===== src/rtl/pipe_skid_stage.sv =====
// Pipeline-boundary register with a 2-entry skid buffer, flush, bubble marking,
// sticky halt and saturating bubble/stall counters. in_ready is purely registered.
module pipe_skid_stage #(
    parameter int PAYLOAD_W      = 80,
    parameter int CLEAR_ON_FLUSH = 1,
    parameter int HALT_EN        = 1,
    parameter int CNT_W          = 16
) (
    input  logic                 clk,
    input  logic                 rst_n,
    input  logic                 flush,
    input  logic                 in_valid,
    output logic                 in_ready,
    input  logic                 in_nop,
    input  logic                 in_halt,
    input  logic [PAYLOAD_W-1:0] in_payload,
    output logic                 out_valid,
    input  logic                 out_ready,
    output logic                 out_nop,
    output logic                 out_halt,
    output logic [PAYLOAD_W-1:0] out_payload,
    output logic [1:0]           occupancy,
    output logic                 halted,
    output logic [CNT_W-1:0]     bubble_cnt,
    output logic [CNT_W-1:0]     stall_cnt
);

    typedef enum logic [1:0] {
        EMPTY = 2'd0,
        ONE   = 2'd1,
        FULL  = 2'd2
    } state_e;

    state_e                 state_q, state_d;
    logic                   halted_q, halted_d;
    logic                   main_nop_q, main_halt_q;
    logic [PAYLOAD_W-1:0]   main_pl_q;
    logic                   skid_nop_q, skid_halt_q;
    logic [PAYLOAD_W-1:0]   skid_pl_q;
    logic [CNT_W-1:0]       bubble_cnt_q, stall_cnt_q;

    logic in_fire, out_fire, in_halt_eff;
    logic load_main_in, load_main_skid, load_skid;

    function automatic logic [CNT_W-1:0] sat_inc(input logic [CNT_W-1:0] cnt);
        return (cnt == {CNT_W{1'b1}}) ? cnt : cnt + CNT_W'(1);
    endfunction

    assign in_ready    = (state_q != FULL) && !halted_q;
    assign out_valid   = (state_q != EMPTY);
    assign in_fire     = in_valid && in_ready;
    assign out_fire    = out_valid && out_ready;
    assign in_halt_eff = (HALT_EN != 0) && in_halt;

    assign out_nop     = out_valid ? main_nop_q : 1'b1;
    assign out_halt    = out_valid && main_halt_q;
    assign out_payload = main_pl_q;
    assign occupancy   = state_q;
    assign halted      = halted_q;
    assign bubble_cnt  = bubble_cnt_q;
    assign stall_cnt   = stall_cnt_q;

    always_comb begin
        state_d        = state_q;
        halted_d       = halted_q;
        load_main_in   = 1'b0;
        load_main_skid = 1'b0;
        load_skid      = 1'b0;
        if (flush) begin
            state_d  = EMPTY;
            halted_d = 1'b0;
        end else begin
            unique case (state_q)
                EMPTY: begin
                    if (in_fire) begin
                        state_d      = ONE;
                        load_main_in = 1'b1;
                    end
                end
                ONE: begin
                    if (in_fire && out_fire) begin
                        load_main_in = 1'b1;
                    end else if (in_fire) begin
                        state_d   = FULL;
                        load_skid = 1'b1;
                    end else if (out_fire) begin
                        state_d = EMPTY;
                    end
                end
                FULL: begin
                    // Skid always drains ahead of newer entries to keep FIFO order.
                    if (out_fire) begin
                        state_d        = ONE;
                        load_main_skid = 1'b1;
                    end
                end
                default: state_d = EMPTY;
            endcase
            if (in_fire && in_halt_eff) halted_d = 1'b1;
        end
    end

    always_ff @(posedge clk or negedge rst_n) begin
        if (!rst_n) begin
            state_q  <= EMPTY;
            halted_q <= 1'b0;
        end else begin
            state_q  <= state_d;
            halted_q <= halted_d;
        end
    end

    always_ff @(posedge clk or negedge rst_n) begin
        if (!rst_n) begin
            main_nop_q  <= 1'b0;
            main_halt_q <= 1'b0;
            main_pl_q   <= '0;
            skid_nop_q  <= 1'b0;
            skid_halt_q <= 1'b0;
            skid_pl_q   <= '0;
        end else if (flush) begin
            if (CLEAR_ON_FLUSH != 0) begin
                main_halt_q <= 1'b0;
                main_pl_q   <= '0;
                skid_halt_q <= 1'b0;
                skid_pl_q   <= '0;
            end
        end else begin
            if (load_main_in) begin
                main_nop_q  <= in_nop;
                main_halt_q <= in_halt_eff;
                main_pl_q   <= in_payload;
            end else if (load_main_skid) begin
                main_nop_q  <= skid_nop_q;
                main_halt_q <= skid_halt_q;
                main_pl_q   <= skid_pl_q;
            end
            if (load_skid) begin
                skid_nop_q  <= in_nop;
                skid_halt_q <= in_halt_eff;
                skid_pl_q   <= in_payload;
            end
        end
    end

    // Counters see the pre-flush state and survive flush; only reset clears them.
    always_ff @(posedge clk or negedge rst_n) begin
        if (!rst_n) begin
            bubble_cnt_q <= '0;
            stall_cnt_q  <= '0;
        end else begin
            if (!out_valid && !halted_q) bubble_cnt_q <= sat_inc(bubble_cnt_q);
            if (out_valid && !out_ready) stall_cnt_q  <= sat_inc(stall_cnt_q);
        end
    end

endmodule


===== config.mk =====
export PLATFORM = sky130hd
export DESIGN_NAME = pipe_skid_stage
export DESIGN_NICKNAME = d
export VERILOG_FILES = /design/src/rtl/pipe_skid_stage.sv
export SDC_FILE = /design/constraint.sdc
export NUM_CORES = 1
export LEC_CHECK = 0
export BUFFER_PORTS_ARGS = -buffer_cell sky130_fd_sc_hd__clkbuf_2
export CAP_MARGIN = 15
export CORE_MARGIN = 4
export CORE_UTILIZATION = 45
export CTS_BUF_LIST = sky130_fd_sc_hd__clkbuf_8 sky130_fd_sc_hd__clkbuf_16
export CTS_CLUSTER_DIAMETER = 120
export DETAILED_ROUTE_END_ITERATION = 6
export PLACE_DENSITY = 0.8
export SETUP_SLACK_MARGIN = 0.15
export SYNTH_ARGS = -nofsm -noshare
export SYNTH_HDL_FRONTEND = slang
export SYNTH_SLANG_ARGS = --single-unit

===== constraint.sdc =====
create_clock -name clk -period 2.5 [get_ports clk]
set_clock_uncertainty 0.1 [all_clocks]
set_input_delay 0.125 -clock clk [delete_from_list [all_inputs] [get_ports clk]]
set_output_delay 0.125 -clock clk [all_outputs]
set_load 0.01 [all_outputs]

==> flow_summary.yaml, run 1 <==
floorplanning:
  io-pin-count: 206
  initial_util_pct: 45.8
  core_area_mm2: 0.0195
  die_h_um: 149
  floorplan.rows: 51
  chipWidth_um: 149
  die_area_mm2: 0.0221
clock_network:
  cts_inserted_buffers: 17
  path_clk_slew_ns: 0.07
  clk_latency_ns: 0.42
  ctsLongestPathBuffers: 2
  cts-htree-levels: 4
  cts_sinks: 199
  clock_tree_from_tritoncts: "built"
  clock-root-buffer: "sky130_fd_sc_hd__clkbuf_16"
power_and_ir_drop:
  power_density_mw_per_mm2: 657
  fin_total_pwr_w: 0.00772
  power.ir.vdd_worst_mv: 0.428
  leakagePower_nw: 5.24
drt:
  drt-wirelength-per-cell_um: 16.4
  drt.antenna.violating_nets: 0
  dr.pass1.iters: 7
  route.detailed.vias_per_inst: 5.34
  routed_wirelength_um: 23500
  post-route-drc-count: 0
  detailedRoute.firstIterationViolations: 409
  via_count: 7654
logic_synthesis:
  synth_area_leader_cell: "sky130_fd_sc_hd__dfrtp_1"
  synth_warnings: 0
  synth-seq-area-share_pct: 55.8
  synth_fp_nets: 982
  synth_top_flop_cell: "sky130_fd_sc_hd__dfrtp_1"
  synth_top_area_share_pct: 55.8
  synth.area.top_cells: "sky130_fd_sc_hd__dfrtp_1, sky130_fd_sc_hd__mux2i_1, sky130_fd_sc_hd__nand2_1"
  post_synth_edffs: 0
  post_synthesis_register_bit_count: 199
  yosysUniqueCellTypes: 43
  yosysMostFrequentCell: "sky130_fd_sc_hd__dfrtp_1"
  synth_common_cells: "sky130_fd_sc_hd__dfrtp_1, sky130_fd_sc_hd__nand2_1, sky130_fd_sc_hd__nor2_1"
  postSynthAreaPerCell_um2: 9.99
  ys_async_rst_share_pct: 100
  post_synth_inst_count: 893
  netlist_area_mm2: 0.00892
global_route:
  grt_start_max_net_pins: 169
  globalRoute.totalOverflow: 0
  grt_pass1_wl_um: 39300
  groute.usage.overall_pct: 21.7
  antenna_found_initial: 0
  via_count_of_the_first_global_routing_pass: 7809
critical_path:
  cp_common_cell: "sky130_fd_sc_hd__or3_1"
  critPathArrivalTime_ns: 2.35
  crit_required_ns: 2.74
  critical_path.cell_chain: "or3_1, or3_1, nor3_1, xor2_1"
  cp_slowest_stage_delay_ns: 0.50
  cp_max_fo: 9
  critical-path-slowest-cell: "sky130_fd_sc_hd__or3_1"
  worst_setup_ep_type: "flip-flop"
  worst_path_dominant_cell_family: "simple AND/OR/NAND/NOR gates"
  startpoint_type: "flip-flop"
  critPathBufInv: 0
  critical_path_class: "reg2reg"
run_status:
  run_status: "finished clean"
timing:
  timing_worst_slew_pin_value_ns: 0.918
  period_needed_ns: 2.11
  tns_ns: 0
  maxSlewViolCount: 0
  timing.max_slew.rel_slack_pct: 38.8
  timing.final.hold_violations: 0
  finalCritPeriodShare_pct: 84.5
  worst_hold_slack_ns: 0.176
  grt_setup_unrepaired: "no"
  fmax_ghz: 0.473
  setup_viol: 0
place:
  dp_hpwl_um: 14400
  gp_routability_congestion: 0.879
  port-buffer-count: 205
layout:
  register_area_mm2: 0.00498
  final.fill_count: 1582
  area_used_by_multi_input_combinational_logic_mm2: 0.00368
  drive_gt1_share_pct: 23.1
  layout-area-overhead-vs-synth_pct: 31.7
  layout.nets: 1244
  insertedDiodeCount: 0
run:
  timing.max_cap.violations: 0
worst_hold_path:
  holdCritPathClass: "in2reg"
[path summary, 6_finish.rpt]
path,from,endpoint,slack (ns),depth (start not counted)
hold reg to reg,bubble_cnt[15]$_DFFE_PN0P_,bubble_cnt[15]$_DFFE_PN0P_,0.40,1
setup / recovery,occupancy[0]$_DFFE_PN0P_,bubble_cnt[7]$_DFFE_PN0P_,0.39,4
min in group asynchronous,rst_n,out_payload[44]$_DFFE_PN0P_,0.20,2
hold / removal,flush,skid_pl_q[74]$_DFFE_PN0P_,0.18,3
setup reg to reg,occupancy[0]$_DFFE_PN0P_,bubble_cnt[7]$_DFFE_PN0P_,0.39,4
max in group asynchronous,rst_n,stall_cnt[4]$_DFFE_PN0P_,1.35,3
[logic make-up after synthesis]
kind of cell               Yosys count  share of synthesized area [%]
DFF                                199                           55.8
xor gates and xnor gates            24                           2.36
AOI/OAI and AO/OA                  176                           12.5
muxes                               89                           10.1
adders and majority gates            2                          0.281
and+or+nand+nor                    331                           15.8
buffers and inverters               72                           3.20
[final cells by class]
cell class                      instances  share of cell area, %
Clock buffer                           17                   3.62
Clock inverter                         15                   1.17
Tap cell                              265                   2.82
Inverter                                6                  0.192
Sequential cell                       199                   42.4
Timing Repair Buffer                  309                   18.5
Multi-Input combinational cell        622                   31.3
[worst min-delay path: stages]
cell and delay [ns]:
sky130_fd_sc_hd__buf_4 0.14, sky130_fd_sc_hd__buf_12 0.19, sky130_fd_sc_hd__a21oi_1 0.18
[where the power goes]
group / total (W) / switching, W / leakage (nW) / internal (W)
clock network: 0.00265 / 0.00133 / 0.273 / 0.00132
logic: 0.00134 / 0.000750 / 2.31 / 0.000585
registers: 0.00373 / 0.000243 / 2.66 / 0.00349
total: 0.00772 / 0.00232 / 5.24 / 0.00540
[state kept, by name, indices dropped and copies added (netlist names)]
register and cells:
skid_nop_q 1, main_nop_q 1, stall_cnt 16, out_payload 80, occupancy 2, bubble_cnt 16
skid_pl_q 80, main_halt_q 1, skid_halt_q 1, halted 1
[timing repair]
| item | 4_1_cts | 5_1_grt |
|---|---|---|
| setup buffers | 0 | 0 |
| resized for setup | 0 | 0 |
| endpoints found under the hold margin | 246 | 0 |
| hold buffers | 85 | 0 |
[per-layer routing]
metal  up-vias  track usage, %  routed length [µm]
met2       233            36.3               11900
met1      3742            28.0                9680
li1       3623               -                   -
met5         -               0                   0
met3        56            3.43                1090
met4         0            9.52                 805
[layout by cell type (no fill, tap or decap), drive strengths merged, types with 13 or more instances in the layout]
master | synthesis | routed
nor2 | 94 | 94
dfrtp | 199 | 199
dlygate4sd3 | 0 | 85
mux2i | 84 | 84
a21oi | 84 | 84
xor2 | 18 | 18
nor3 | 13 | 13
inv | 6 | 15
nand2 | 173 | 173
a211oi | 81 | 81
buf | 16 | 20
clkbuf | 50 | 221
[through the flow]
| step | std cells | utilization, % | worst slack (ns) | area (µm²) |
|---|---|---|---|---|
| finish | 1433 | 60.3 | 0.387 | 11700 |
| global route | 1433 | 60.3 | 0.283 | 11700 |
| CTS | 1433 | 60.3 | 0.415 | 11700 |
| detailed placement | 1316 | 53.1 | 0.436 | 10300 |
| global placement | 1316 | 53.1 | 0.426 | 10300 |
| floorplan | 893 | - | 0.470 | 8920 |
No activity file was read; power rests on OpenSTA's default activity.
==> run 2, diff against run 1 <==
==> constraint.sdc (replaced) <==
create_clock -name clk -period 2 [get_ports clk]
set_clock_uncertainty 0.1 [all_clocks]
set_input_delay 0.1 -clock clk [delete_from_list [all_inputs] [get_ports clk]]
set_output_delay 0.1 -clock clk [all_outputs]
set_load 0.01 [all_outputs]
==> flow_summary.yaml, run 2 (synthesis results as in run 1) <==
run_status:
  run_status: "finished clean"
timing:
  worst_hold_slack_ns: 0.0732
  timing_worst_slew_pin_value_ns: 0.933
  finalCritPeriodShare_pct: 91.4
  fmax_ghz: 0.547
  maxSlewViolCount: 0
  tns_ns: 0
  setup_viol: 0
  period_needed_ns: 1.83
  timing.final.hold_violations: 0
  grt_setup_unrepaired: "yes"
  timing.max_slew.rel_slack_pct: 37.8
drt:
  dr_wl_met3_um: 1470
  route.detailed.vias_per_inst: 5.44
  uppermost_routed_layer: "met4"
  wl_met2_um: 13200
  dr.pass1.iters: 5
  post-route-drc-count: 0
  drt.antenna.violating_nets: 0
  met1Wirelength_um: 10500
  via_count: 8005
  routed_wirelength_um: 26100
  detailedRoute.firstIterationViolations: 609
  drt-wirelength-per-cell_um: 17.7
power_and_ir_drop:
  p_sw_share_pct: 29.7
  sequentialPowerShare_pct: 46.4
  power.ir.vdd_worst_mv: 0.580
  power_density_mw_per_mm2: 814
  p_sw_w: 0.00297
  fin_total_pwr_w: 0.00999
  internal_power_w: 0.00702
  power.clock.fraction_pct: 34.2
  leakagePower_nw: 5.51
  pwr-share-comb_pct: 19.4
global_route:
  grt_pass1_wl_um: 39900
  antenna_found_initial: 0
  grt_start_max_net_pins: 169
  groute.usage.overall_pct: 22.2
  globalRoute.totalOverflow: 0
  via_count_of_the_first_global_routing_pass: 7997
layout:
  layout-area-overhead-vs-synth_pct: 37.7
  commonest_non_fill_non_tap_cell_in_the_layout: "sky130_fd_sc_hd__clkbuf_2"
  finalNonFillerCells: 1471
  drive_gt1_share_pct: 26.9
  most-common-layout-cells: "sky130_fd_sc_hd__clkbuf_2, sky130_fd_sc_hd__dfrtp_1, sky130_fd_sc_hd__nand2_1, sky130_fd_sc_hd__nor2_1, sky130_fd_sc_hd__dlygate4sd3_1"
  insertedDiodeCount: 0
  layout.nets: 1282
critical_path:
  critical_path_class: "reg2out"
  worst_setup_ep_type: "output pin"
  register_to_register_setup_slack_ns: 0.19
  startpoint_type: "flip-flop"
  critPathArrivalTime_ns: 1.63
  reg2regPathDepth: 4
  crit_required_ns: 1.80
  cp_max_fo: 11
  reg2reg_to: "bubble_cnt[15]$_DFFE_PN0P_"
  r2r-start: "occupancy[0]$_DFFE_PN0P_"
clock_network:
  cts-htree-levels: 4
  clock_tree_from_tritoncts: "built"
  ctsLongestPathBuffers: 2
  path_clk_slew_ns: 0.08
  cts_sinks: 199
  clk_latency_ns: 0.43
  clock-root-buffer: "sky130_fd_sc_hd__clkbuf_16"
  cts_inserted_buffers: 17
worst_hold_path:
  holdCritPathClass: "in2async"
place:
  numPlacedInstances: 1334
  dp_hpwl_um: 15000
  port-buffer-count: 205
  gp_routability_congestion: 0.881
floorplanning:
  floorplan.rows: 51
  die_h_um: 149
  die_area_mm2: 0.0221
  core_area_mm2: 0.0195
  chipWidth_um: 149
  initial_util_pct: 45.8
  io-pin-count: 206
run:
  timing.max_cap.violations: 0
## run 2: changes by cell type in the layout (fill, tap and decap cells not counted), moves of 3 or more
cell,delta
sky130_fd_sc_hd__buf_4,+26
sky130_fd_sc_hd__clkbuf_16,+5
sky130_fd_sc_hd__buf_6,+3
sky130_fd_sc_hd__nor3_1,-3
sky130_fd_sc_hd__nor3_2,+3
sky130_fd_sc_hd__nor4_1,-3
sky130_fd_sc_hd__nor4_2,+3
## run 2: stage by stage
step | worst slack (ns) | area (µm²) | utilization, %
6_report | 0.171 | 12300 | 63.1
5_1_grt | 0.0880 | 12300 | 63.1
4_1_cts | 0.114 | 11900 | 61.3
3_5_place_dp | 0.114 | 10500 | 53.9
3_3_place_gp | 0.135 | 10500 | 53.9
2_1_floorplan | 0.0380 | 8940 | -
## run 2: power groups by stage
stage | combinational, W | clock [W] | sequential [W]
floorplan | 0.000707 | 0 | 0.00481
global placement | 0.00157 | 0 | 0.00471
detailed placement | 0.00161 | 0 | 0.00472
CTS | 0.00177 | 0.00348 | 0.00464
global route | 0.00212 | 0.00366 | 0.00468
finish | 0.00193 | 0.00342 | 0.00464
## run 2: cell type report
class / instances / area (µm²)
Timing Repair Buffer: 347 / 2610
Sequential cell: 199 / 4980
Tap cell: 265 / 332
Fill cell: 1476 / 7180
Multi-Input combinational cell: 622 / 3750
Clock buffer: 18 / 439
Clock inverter: 14 / 143
Inverter: 6 / 22.5
## run 2: critical path, cell delays in order, from the launching register on
cell                       delay (ns)
sky130_fd_sc_hd__dfrtp_1         0.40
sky130_fd_sc_hd__buf_6           0.16
sky130_fd_sc_hd__or2_2           0.33
sky130_fd_sc_hd__and2_1          0.19
sky130_fd_sc_hd__clkbuf_2        0.13
## run 2: worst max-delay path by stage
stage,from,end,slack [ns],cells after the start
floorplan,occupancy[0]$_DFFE_PN0P_,bubble_cnt[15]$_DFFE_PN0P_,0.04,6
global placement,occupancy[0]$_DFFE_PN0P_,bubble_cnt[15]$_DFFE_PN0P_,0.13,4
detailed placement,occupancy[0]$_DFFE_PN0P_,skid_pl_q[11]$_DFFE_PN0P_,0.11,5
CTS,occupancy[0]$_DFFE_PN0P_,skid_pl_q[11]$_DFFE_PN0P_,0.11,5
global route,occupancy[1]$_DFFE_PN0P_,out_halt,0.09,4
finish,occupancy[1]$_DFFE_PN0P_,out_halt,0.17,4
## run 2: metal layers
metal  global-route usage (%)  vias up
met5                        0        -
met4                     9.93        0
met3                     4.04       74
met2                     37.2      321
met1                     28.1     3931
li1                         -     3679
## run 2: timing repair
action                                  in CTS  in global routing
pin swaps                                    0                  3
endpoints found under the hold margin      365                  0
hold buffers                                85                  0
endpoints found under the setup margin      61                156
resized for setup                            2                 27
setup buffers                                0                 15
cloned                                       0                  5
==> run 3, diff against run 2 <==
--- a/config.mk
+++ b/config.mk
@@ -7,12 +7,14 @@
 export LEC_CHECK = 0
 export BUFFER_PORTS_ARGS = -buffer_cell sky130_fd_sc_hd__clkbuf_2
 export CAP_MARGIN = 15
+export CELL_PAD_IN_SITES_DETAIL_PLACEMENT = 1
+export CELL_PAD_IN_SITES_GLOBAL_PLACEMENT = 2
 export CORE_MARGIN = 4
-export CORE_UTILIZATION = 45
+export CORE_UTILIZATION = 33
 export CTS_BUF_LIST = sky130_fd_sc_hd__clkbuf_8 sky130_fd_sc_hd__clkbuf_16
 export CTS_CLUSTER_DIAMETER = 120
 export DETAILED_ROUTE_END_ITERATION = 6
-export PLACE_DENSITY = 0.8
+export PLACE_DENSITY = 0.9
 export SETUP_SLACK_MARGIN = 0.15
 export SYNTH_ARGS = -nofsm -noshare
 export SYNTH_HDL_FRONTEND = slang
==> flow_summary.yaml, run 3 (synthesis results as in run 1) <==
critical_path:
  worst_setup_ep_type: "flip-flop"
  startpoint: "occupancy[0]$_DFFE_PN0P_"
  register_to_register_setup_slack_ns: 0.07
  cp_max_fo: 9
  reg2reg_to: "skid_nop_q$_DFFE_PN0P_"
  critPathArrivalTime_ns: 2.15
  reg2regPathDepth: 4
  critical_path_class: "reg2reg"
  startpoint_type: "flip-flop"
  r2r-start: "occupancy[0]$_DFFE_PN0P_"
  crit_required_ns: 2.22
clock_network:
  cts_inserted_buffers: 17
  cts_sinks: 199
  ctsLongestPathBuffers: 2
  path_clk_slew_ns: 0.08
  clk_latency_ns: 0.43
  clock-root-buffer: "sky130_fd_sc_hd__clkbuf_16"
  cts-htree-levels: 4
  clock_tree_from_tritoncts: "built"
place:
  dpl_cell_area_mm2: 0.0105
  gp_routability_congestion: 0.784
  dp_hpwl_um: 17500
  port-buffer-count: 205
  post-place-ws_ns: 0.0354
  numPlacedInstances: 1399
floorplanning:
  die_area_mm2: 0.0297
  chipWidth_um: 172
  die_h_um: 172
  core_area_mm2: 0.0264
  floorplan.rows: 59
  io-pin-count: 206
  initial_util_pct: 33.8
timing:
  finalCritPeriodShare_pct: 96.4
  timing_worst_slew_pin_value_ns: 1.07
  fmax_ghz: 0.519
  timing.final.hold_violations: 0
  setup_viol: 0
  maxSlewViolCount: 0
  worst_slack_ns: 0.0725
  grt_setup_unrepaired: "yes"
  worst_hold_slack_ns: 0.0652
  period_needed_ns: 1.93
  timing.max_slew.rel_slack_pct: 28.6
run:
  timing.max_cap.violations: 0
global_route:
  grt_util_met2_pct: 33.6
  grt_pass1_wl_um: 45100
  globalRoute.totalOverflow: 0
  gr-max-usage-layer: "met2"
  globalRouteMet1Util_pct: 23.0
  groute.usage.overall_pct: 18.9
  met3_track_utilization_from_global_routing_pct: 2.90
  grt_start_max_net_pins: 93
  antenna_found_initial: 1
  via_count_of_the_first_global_routing_pass: 8454
layout:
  final.fill_count: 2899
  area_of_all_placed_cells_without_fillers_mm2: 0.0129
  most-common-layout-cells: "sky130_fd_sc_hd__clkbuf_2, sky130_fd_sc_hd__dfrtp_1, sky130_fd_sc_hd__nand2_1, sky130_fd_sc_hd__nor2_1, sky130_fd_sc_hd__dlygate4sd3_1"
  layout-area-overhead-vs-synth_pct: 44.9
  finalNonFillerCells: 1551
  drive_gt1_share_pct: 31.5
  commonest_non_fill_non_tap_cell_in_the_layout: "sky130_fd_sc_hd__clkbuf_2"
  layout.nets: 1291
drt:
  via_count: 8131
  post-route-drc-count: 0
  dr.pass1.iters: 4
  route.detailed.vias_per_inst: 5.24
  drt-wirelength-per-cell_um: 20.5
  detailedRoute.firstIterationViolations: 544
  drt.antenna.violating_nets: 0
  routed_wirelength_um: 31900
worst_hold_path:
  holdCritPathClass: "in2async"
run_status:
  run_status: "finished clean"
power_and_ir_drop:
  power.ir.vdd_worst_mv: 0.362
  power_density_mw_per_mm2: 796
  leakagePower_nw: 5.69
-- run 3: final cells by class --
cell class | count | area [µm²] | area share (%)
Sequential cell | 199 | 4980 | 38.6
Multi-Input combinational cell | 622 | 4070 | 31.5
Timing Repair Buffer | 356 | 2830 | 21.9
Clock buffer | 18 | 439 | 3.40
Tap cell | 335 | 419 | 3.24
Clock inverter | 14 | 154 | 1.19
Inverter | 6 | 22.5 | 0.174
Antenna cell | 1 | 2.50 | 0.0194
-- run 3: worst max path at each step --
stage	end	slack (ns)	cells past startpoint
after floorplan	bubble_cnt[15]$_DFFE_PN0P_	0.04	6
after global placement	skid_nop_q$_DFFE_PN0P_	0.11	4
after CTS	stall_cnt[11]$_DFFE_PN0P_	0.11	5
after detailed placement	stall_cnt[11]$_DFFE_PN0P_	0.04	5
final	skid_nop_q$_DFFE_PN0P_	0.07	4
after global routing	stall_cnt[6]$_DFFE_PN0P_	-0.09	4
-- run 3: timing repair --
item / 4_1_cts / 5_1_grt
setup endpoints to repair: 52 / 132
hold buffers: 85 / 0
pin swaps: 2 / 27
endpoints found under the hold margin: 365 / 0
gates cloned: 0 / 16
gates resized for setup: 14 / 88
buffers inserted: 4 / 14
-- run 3: per-layer routing --
metal	vias to the layer above	routed length [µm]
met4	0	872
li1	3715	-
met3	56	1050
met1	4167	13400
met5	-	0
met2	193	16600
-- run 3: stage by stage --
step / total power, W / TNS, ns / utilization [%]
after floorplan: 0.00552 / 0 / -
after global placement: 0.00633 / 0 / 39.9
after detailed placement: 0.00639 / 0 / 39.9
after CTS: 0.0101 / 0 / 45.8
after global routing: 0.0108 / -0.0900 / 49.0
final: 0.0103 / 0 / 49.0
-- run 3: power by group --
group	total, W	switching [W]	internal (W)	leakage, nW
logic	0.00214	0.00118	0.000965	2.75
registers	0.00465	0.000291	0.00436	2.66
clock network	0.00349	0.00178	0.00172	0.287
total	0.0103	0.00325	0.00704	5.69
-- run 3: worst max-delay path: stages, from the launching register on --
cell,delay (ns)
sky130_fd_sc_hd__dfrtp_2,0.40
sky130_fd_sc_hd__or2b_4,0.31
sky130_fd_sc_hd__or3_4,0.52
sky130_fd_sc_hd__nor2_4,0.17
sky130_fd_sc_hd__mux2_4,0.31
